**config.mk**
```make
export PLATFORM = sky130hd
export DESIGN_NAME = jt900h_div
export DESIGN_NICKNAME = d
export VERILOG_FILES = /design/src/rtl/jt900h_div.sv
export SDC_FILE = /design/constraint.sdc
export NUM_CORES = 1
export LEC_CHECK = 0
export CAP_MARGIN = 15
export CORE_AREA = 2 2 164 166
export DETAILED_ROUTE_END_ITERATION = 6
export DIE_AREA = 0 0 166 168
export PLACE_DENSITY_LB_ADDON = 0.05
export RECOVER_POWER = 50
export SLEW_MARGIN = 20
export SYNTH_ARGS = -nofsm -noshare
export SYNTH_HDL_FRONTEND = slang
export SYNTH_SLANG_ARGS = --single-unit
```
**constraint.sdc**
```tcl
create_clock -name clk -period 6.52 [get_ports clk]
set_clock_uncertainty 0.05 [all_clocks]
set_input_delay 0.652 -clock clk [delete_from_list [all_inputs] [get_ports clk]]
set_output_delay 0.652 -clock clk [all_outputs]
set_load 0.01 [all_outputs]
```
**src/rtl/jt900h_div.sv**
```systemverilog
// jt900h_div: iterative restoring divider for the TLCS-900H DIV/DIVS
// instructions. Byte op divides 16/8 and word op divides 32/16. The packed
// {remainder, quotient} result and the V flag come back through a
// start/busy/done handshake after a fixed number of cen-high cycles.
module jt900h_div (
  input  logic        clk,
  input  logic        rst_n,
  input  logic        cen,
  input  logic        start,
  input  logic [2:0]  w,
  input  logic        sgn,
  input  logic [31:0] op0,
  input  logic [15:0] op1,
  output logic        busy,
  output logic        done,
  output logic        v,
  output logic [31:0] dout
);

  typedef enum logic [2:0] {S_IDLE, S_PREP, S_ITER, S_FIX, S_DONE} state_t;

  state_t      state_q, state_d;
  logic [31:0] op0_q, op0_d;
  logic [15:0] op1_q, op1_d;
  logic        byte_q, byte_d, sgn_q, sgn_d;
  logic [15:0] rem_q, rem_d, quo_q, quo_d, dvs_q, dvs_d;
  logic [4:0]  cnt_q, cnt_d;
  logic        qneg_q, qneg_d, rneg_q, rneg_d, byp_q, byp_d;
  logic        busy_q, busy_d, done_q, done_d, v_q, v_d;
  logic [31:0] dout_q, dout_d;

  logic        legal_w;
  logic        dnd_neg, dvs_neg;
  logic [31:0] dnd_mag;
  logic [15:0] dvs_mag, hi_half, lo_half;
  logic [16:0] trial;
  logic [15:0] quo_mag, rem_mag, quo_s, rem_s, lim;
  logic        ovf;
  logic [31:0] result, bypass;

  assign legal_w = (w == 3'b001) || (w == 3'b010);

  // Magnitudes of the latched operands, split into the half compared for
  // early overflow and the half (left-aligned) shifted in by the iterations.
  always_comb begin
    // NOTE: every signal driven here gets a value on every path, otherwise a latch is inferred.
    dnd_neg = 1'b0;
    dvs_neg = 1'b0;
    dnd_mag = 32'd0;
    dvs_mag = 16'd0;
    hi_half = 16'd0;
    lo_half = 16'd0;
    if (byte_q) begin
      dnd_neg = sgn_q & op0_q[15];
      dvs_neg = sgn_q & op1_q[7];
      dnd_mag = {16'd0, dnd_neg ? (~op0_q[15:0] + 16'd1) : op0_q[15:0]};
      dvs_mag = {8'd0, dvs_neg ? (~op1_q[7:0] + 8'd1) : op1_q[7:0]};
      hi_half = {8'd0, dnd_mag[15:8]};
      lo_half = {dnd_mag[7:0], 8'd0};
    end else begin
      dnd_neg = sgn_q & op0_q[31];
      dvs_neg = sgn_q & op1_q[15];
      dnd_mag = dnd_neg ? (~op0_q + 32'd1) : op0_q;
      dvs_mag = dvs_neg ? (~op1_q + 16'd1) : op1_q;
      hi_half = dnd_mag[31:16];
      lo_half = dnd_mag[15:0];
    end
  end

  // Restoring trial subtraction plus sign fix-up and signed range check.
  // Since rem < divisor holds between steps, bit 16 of trial is the borrow.
  always_comb begin
    trial   = {rem_q, quo_q[15]} - {1'b0, dvs_q};
    quo_mag = byte_q ? {8'd0, quo_q[7:0]} : quo_q;
    rem_mag = byte_q ? {8'd0, rem_q[7:0]} : rem_q;
    quo_s   = qneg_q ? (~quo_mag + 16'd1) : quo_mag;
    rem_s   = rneg_q ? (~rem_mag + 16'd1) : rem_mag;
    lim     = byte_q ? (qneg_q ? 16'h0080 : 16'h007F)
                     : (qneg_q ? 16'h8000 : 16'h7FFF);
    ovf     = byp_q | (sgn_q & (quo_mag > lim));
    result  = byte_q ? {16'd0, rem_s[7:0], quo_s[7:0]} : {rem_s, quo_s};
    bypass  = byte_q ? {16'd0, op0_q[15:0]} : op0_q;
  end

  // Next-state and datapath control; everything holds while cen is low.
  always_comb begin
    state_d = state_q;
    op0_d   = op0_q;
    op1_d   = op1_q;
    byte_d  = byte_q;
    sgn_d   = sgn_q;
    rem_d   = rem_q;
    quo_d   = quo_q;
    dvs_d   = dvs_q;
    cnt_d   = cnt_q;
    qneg_d  = qneg_q;
    rneg_d  = rneg_q;
    byp_d   = byp_q;
    busy_d  = busy_q;
    done_d  = done_q;
    v_d     = v_q;
    dout_d  = dout_q;
    if (cen) begin
      case (state_q)
        S_IDLE: begin
          done_d = 1'b0;
          if (start && legal_w) begin
            op0_d   = op0;
            op1_d   = op1;
            byte_d  = w[0];
            sgn_d   = sgn;
            busy_d  = 1'b1;
            state_d = S_PREP;
          end
        end
        S_PREP: begin
          qneg_d = dnd_neg ^ dvs_neg;
          rneg_d = dnd_neg;
          if (dvs_mag == 16'd0 || hi_half >= dvs_mag) begin
            byp_d   = 1'b1;
            state_d = S_FIX;
          end else begin
            byp_d   = 1'b0;
            rem_d   = hi_half;
            quo_d   = lo_half;
            dvs_d   = dvs_mag;
            cnt_d   = byte_q ? 5'd8 : 5'd16;
            state_d = S_ITER;
          end
        end
        S_ITER: begin
          if (!trial[16]) begin
            rem_d = trial[15:0];
            quo_d = {quo_q[14:0], 1'b1};
          end else begin
            rem_d = {rem_q[14:0], quo_q[15]};
            quo_d = {quo_q[14:0], 1'b0};
          end
          cnt_d = cnt_q - 5'd1;
          if (cnt_q == 5'd1) state_d = S_FIX;
        end
        S_FIX: begin
          v_d     = ovf;
          dout_d  = ovf ? bypass : result;
          busy_d  = 1'b0;
          done_d  = 1'b1;
          state_d = S_DONE;
        end
        S_DONE: begin
          done_d  = 1'b0;
          state_d = S_IDLE;
        end
        default: state_d = S_IDLE;
      endcase
    end
  end

  // State and output registers; reset aborts any operation in flight.
  always_ff @(posedge clk or negedge rst_n) begin
    if (!rst_n) begin
      state_q <= S_IDLE;
      op0_q   <= 32'd0;
      op1_q   <= 16'd0;
      byte_q  <= 1'b0;
      sgn_q   <= 1'b0;
      rem_q   <= 16'd0;
      quo_q   <= 16'd0;
      dvs_q   <= 16'd0;
      cnt_q   <= 5'd0;
      qneg_q  <= 1'b0;
      rneg_q  <= 1'b0;
      byp_q   <= 1'b0;
      busy_q  <= 1'b0;
      done_q  <= 1'b0;
      v_q     <= 1'b0;
      dout_q  <= 32'd0;
    end else begin
      // NOTE: non-blocking assignments so every flop samples pre-edge values.
      state_q <= state_d;
      op0_q   <= op0_d;
      op1_q   <= op1_d;
      byte_q  <= byte_d;
      sgn_q   <= sgn_d;
      rem_q   <= rem_d;
      quo_q   <= quo_d;
      dvs_q   <= dvs_d;
      cnt_q   <= cnt_d;
      qneg_q  <= qneg_d;
      rneg_q  <= rneg_d;
      byp_q   <= byp_d;
      busy_q  <= busy_d;
      done_q  <= done_d;
      v_q     <= v_d;
      dout_q  <= dout_d;
    end
  end

  assign busy = busy_q;
  assign done = done_q;
  assign v    = v_q;
  assign dout = dout_q;

endmodule

```
==> impl_metrics.json <==
{
  "synth_compound_area_share_pct": 16.2,
  "final_common_cell": "dfrtp_1",
  "layout_common_cells": "143 x dfrtp_1, 126 x o21ai_0, 119 x nand2_1, 73 x clkdlybuf4s50_1, 70 x nor2_1",
  "irDropWorstVdd_mv": 0.274,
  "final_nets": 1306,
  "antenna_cells": 0,
  "holdCritStartpoint": "dout[1]$_DFFE_PN0P_",
  "drv_slew": 98,
  "synth_seq_cells": 144,
  "path_delay_family": "simple AND/OR/NAND/NOR gates",
  "finalHoldViolCount": 0,
  "r2r-end": "quo_q[1]$_DFFE_PN0P_",
  "worst-path-stages": 17,
  "yosysWarnings": 0,
  "layout_setup_ws_ps": 1040,
  "fp.dieArea_mm2": 0.0279,
  "grt_max_degree": 56,
  "synth-xor-area-share_pct": 7.37,
  "fin_cells": 1545,
  "grt.total_usage_pct": 22.7,
  "synth-seq-area-share_pct": 34.9,
  "r2r_slack_ps": 1040,
  "synth_edf_count": 0,
  "syn_avg_cell_area_um2": 9.04,
  "antenna_found_initial": 0,
  "post_drt_wl_per_cell_um": 20.2,
  "syn_nets": 1256,
  "grt_pass1_wl_um": 49300,
  "drive_above_1_share_pct": 12.1,
  "drtIter0Drc": 613,
  "gp_congestion": 0.890,
  "crit_fanout": 43,
  "fin_util_pct": 45.9,
  "drv_cap": 2,
  "fp.dieW_um": 166,
  "fmax_mhz": 183,
  "drc": 0,
  "vias_per_cell": 5.53,
  "hold-path-cell-count": 2,
  "path_buf_inv": 1,
  "drt_pre_antenna_iters": 5,
  "placed_area_mm2": 0.0115,
  "yosys.area_share.adder_pct": 6.97,
  "core_area_mm2": 0.0264,
  "ys.flop_type": "dfrtp_1",
  "power.density_mw_per_mm2": 615,
  "endpoint_kind": "flip-flop",
  "place_inst": 1515,
  "initial_core_util_pct": 39.2,
  "clk_latency_ps": 440,
  "path_class": "reg -> reg",
  "synth_cell_type_count": 69,
  "rr_startpoint": "op0_q[0]$_DFFE_PN0P_",
  "start_kind": "flip-flop",
  "die_h_um": 168,
  "portBuffers": 90,
  "slew_headroom_pct": -107,
  "status": "finished, violations left",
  "wirelength_um": 31300,
  "cts_setup_buffers": 0,
  "ant_nets": 0,
  "p_leak_nw": 5.29,
  "synthArstFlopShare_pct": 100,
  "clock_tree.buffer_depth": 2,
  "rows": 60,
  "slowest_stage": "nand2_2",
  "cts_made_buffers": 17,
  "clk_pin_slew_ps": 70,
  "ff2ff_path_depth": 17,
  "cp_data_required_time_ps": 6790,
  "setup_viol": 0,
  "synth_area_mm2": 0.0103,
  "post-place-ws_ps": 1050,
  "num_vias": 8543,
  "cts_resized": 0,
  "period_share_pct": 84.0,
  "postCtsHoldBufs": 0,
  "design_area_mm2": 0.0121,
  "whs_endpoint": "dout[1]$_DFFE_PN0P_",
  "fin_crit_ps": 5480,
  "rsz0062_at_grt": "false",
  "cts_tree": "built",
  "root_buffer": "clkbuf_16",
  "worst_pin_slew_ps": 3100,
  "arrival_ps": 5750,
  "gr-total-overflow": 0,
  "muxShareOfSynthArea_pct": 14.7,
  "syn_to_final_growth_pct": 16.9,
  "violations": "capacitance limit, slew limit",
  "cp_slowest_stage_delay_ps": 710,
  "crit_chain": "inv_1 > ha_1 > or4b_2 > nor4_4 > a21oi_1 > xnor2_1 > nand2_1 > o21ai_0 > ha_1 > nand2b_1 > a211oi_1 > o21ai_0 > a221oi_1 > o211ai_1 > a21o_4 > nand2_2 > mux2_2",
  "grt_pass1_vias": 8301,
  "synthCells": 1143,
  "hold_path_class": "reg -> reg",
  "setup-tns-final_ps": 0,
  "synth_top_family_by_area": "compound AO/OA/AOI/OAI gates",
  "dp_hpwl_um": 23500,
  "synthSimpleGateAreaFrac_pct": 15.3,
  "io_pins": 91,
  "cts_num_sinks": 144,
  "htreeDepth": 4
}
[Yosys cell counts (3+ instances only)]
cell	number	area share, %
and3_1	4	0.24
o2111ai_1	3	0.25
buf_2	7	0.34
o21bai_1	5	0.36
o21ai_0	126	6.1
nor2_1	70	2.5
xor2_1	25	2.1
o211ai_1	6	0.44
nor2b_1	16	0.97
ha_1	56	6.8
nand2b_1	9	0.54
a21oi_1	58	2.8
and2_1	5	0.30
o31ai_1	16	1.2
nand4_1	7	0.42
mux2_4	10	1.5
buf_6	3	0.33
buf_1	8	0.29
inv_1	46	1.7
o21a_1	7	0.51
clkbuf_1	51	1.9
dfrtp_1	144	35
mux2_1	5	0.54
a211oi_1	7	0.51
xnor2_1	62	5.3
or3_1	19	1.1
or4_1	9	0.65
nand3_1	16	0.77
or2_2	10	0.61
mux2i_1	55	5.3
a21o_1	9	0.65
nand2_1	121	4.4
mux2_2	68	7.4
a31oi_1	9	0.54
o22ai_1	4	0.24
nor3_1	16	0.77
nor4_1	7	0.42
[how the worst max path moves through the flow]
stage / endpoint / start
2_1_floorplan: quo_q[10]$_DFFE_PN0P_ / op0_q[0]$_DFFE_PN0P_
3_3_place_gp: quo_q[1]$_DFFE_PN0P_ / op0_q[0]$_DFFE_PN0P_
3_5_place_dp: quo_q[1]$_DFFE_PN0P_ / op0_q[0]$_DFFE_PN0P_
4_1_cts: quo_q[1]$_DFFE_PN0P_ / op0_q[1]$_DFFE_PN0P_
5_1_grt: quo_q[1]$_DFFE_PN0P_ / op0_q[1]$_DFFE_PN0P_
6_report: quo_q[1]$_DFFE_PN0P_ / op0_q[0]$_DFFE_PN0P_
[per-stage QoR]
step,hold slack [ps],power (mW)
4_1_cts,154,7.44
2_1_floorplan,306,4.94
6_report,423,7.43
5_1_grt,452,8.05
3_3_place_gp,411,6.31
3_5_place_dp,418,6.33
[logic make-up (layout without fill, tap and decap cells)]
family	after synthesis	count (layout)
AND/OR/NAND/NOR	323	323
AO/OA/AOI/OAI	278	278
flip-flops	144	144
multiplexers	138	138
buffers and inverters	116	177
XOR/XNOR	87	87
adder cells (fa/ha/maj)	57	57
[flip-flops by register name, indices dropped and copies added, names as in the netlist]
register  flops
qneg_q        1
dvs_q        16
rneg_q        1
v             1
sgn_q         1
op0_q        32
cnt_q         5
byte_q        1
done          1
dout         32
quo_q        16
busy          1
op1_q        16
byp_q         1
rem_q        16
state_q       3
[layer usage]
metal | share of wire (%) | wire [um] | up-vias | GRT usage, %
li1 | - | - | 4163 | -
met1 | 52 | 16400 | 4131 | 34.4
met2 | 42 | 13000 | 221 | 33.6
met3 | 4.8 | 1490 | 28 | 4.23
met4 | 1.3 | 395 | 0 | 5.03
met5 | 0 | 0 | - | 0
[layout make-up]
type,instances,area [um^2]
tap,341,427
timing repair buffer,100,963
inverter,47,176
multi-input combinational,883,6280
sequential,144,3600
fill,2584,14300
clock buffer,19,453
clock inverter,11,176
[report_power, final]
part	switching, mW	total, mW	internal, mW
sequential	0.618	1.88	1.26
combinational	2.51	4.47	1.95
clock	0.423	1.08	0.662
[tightest hold or removal path: stages, from the launching register on]
cell	delay, ps
dfrtp_1	340
nand2_1	40
o21ai_0	60
No activity file was read; power rests on OpenSTA's default activity.
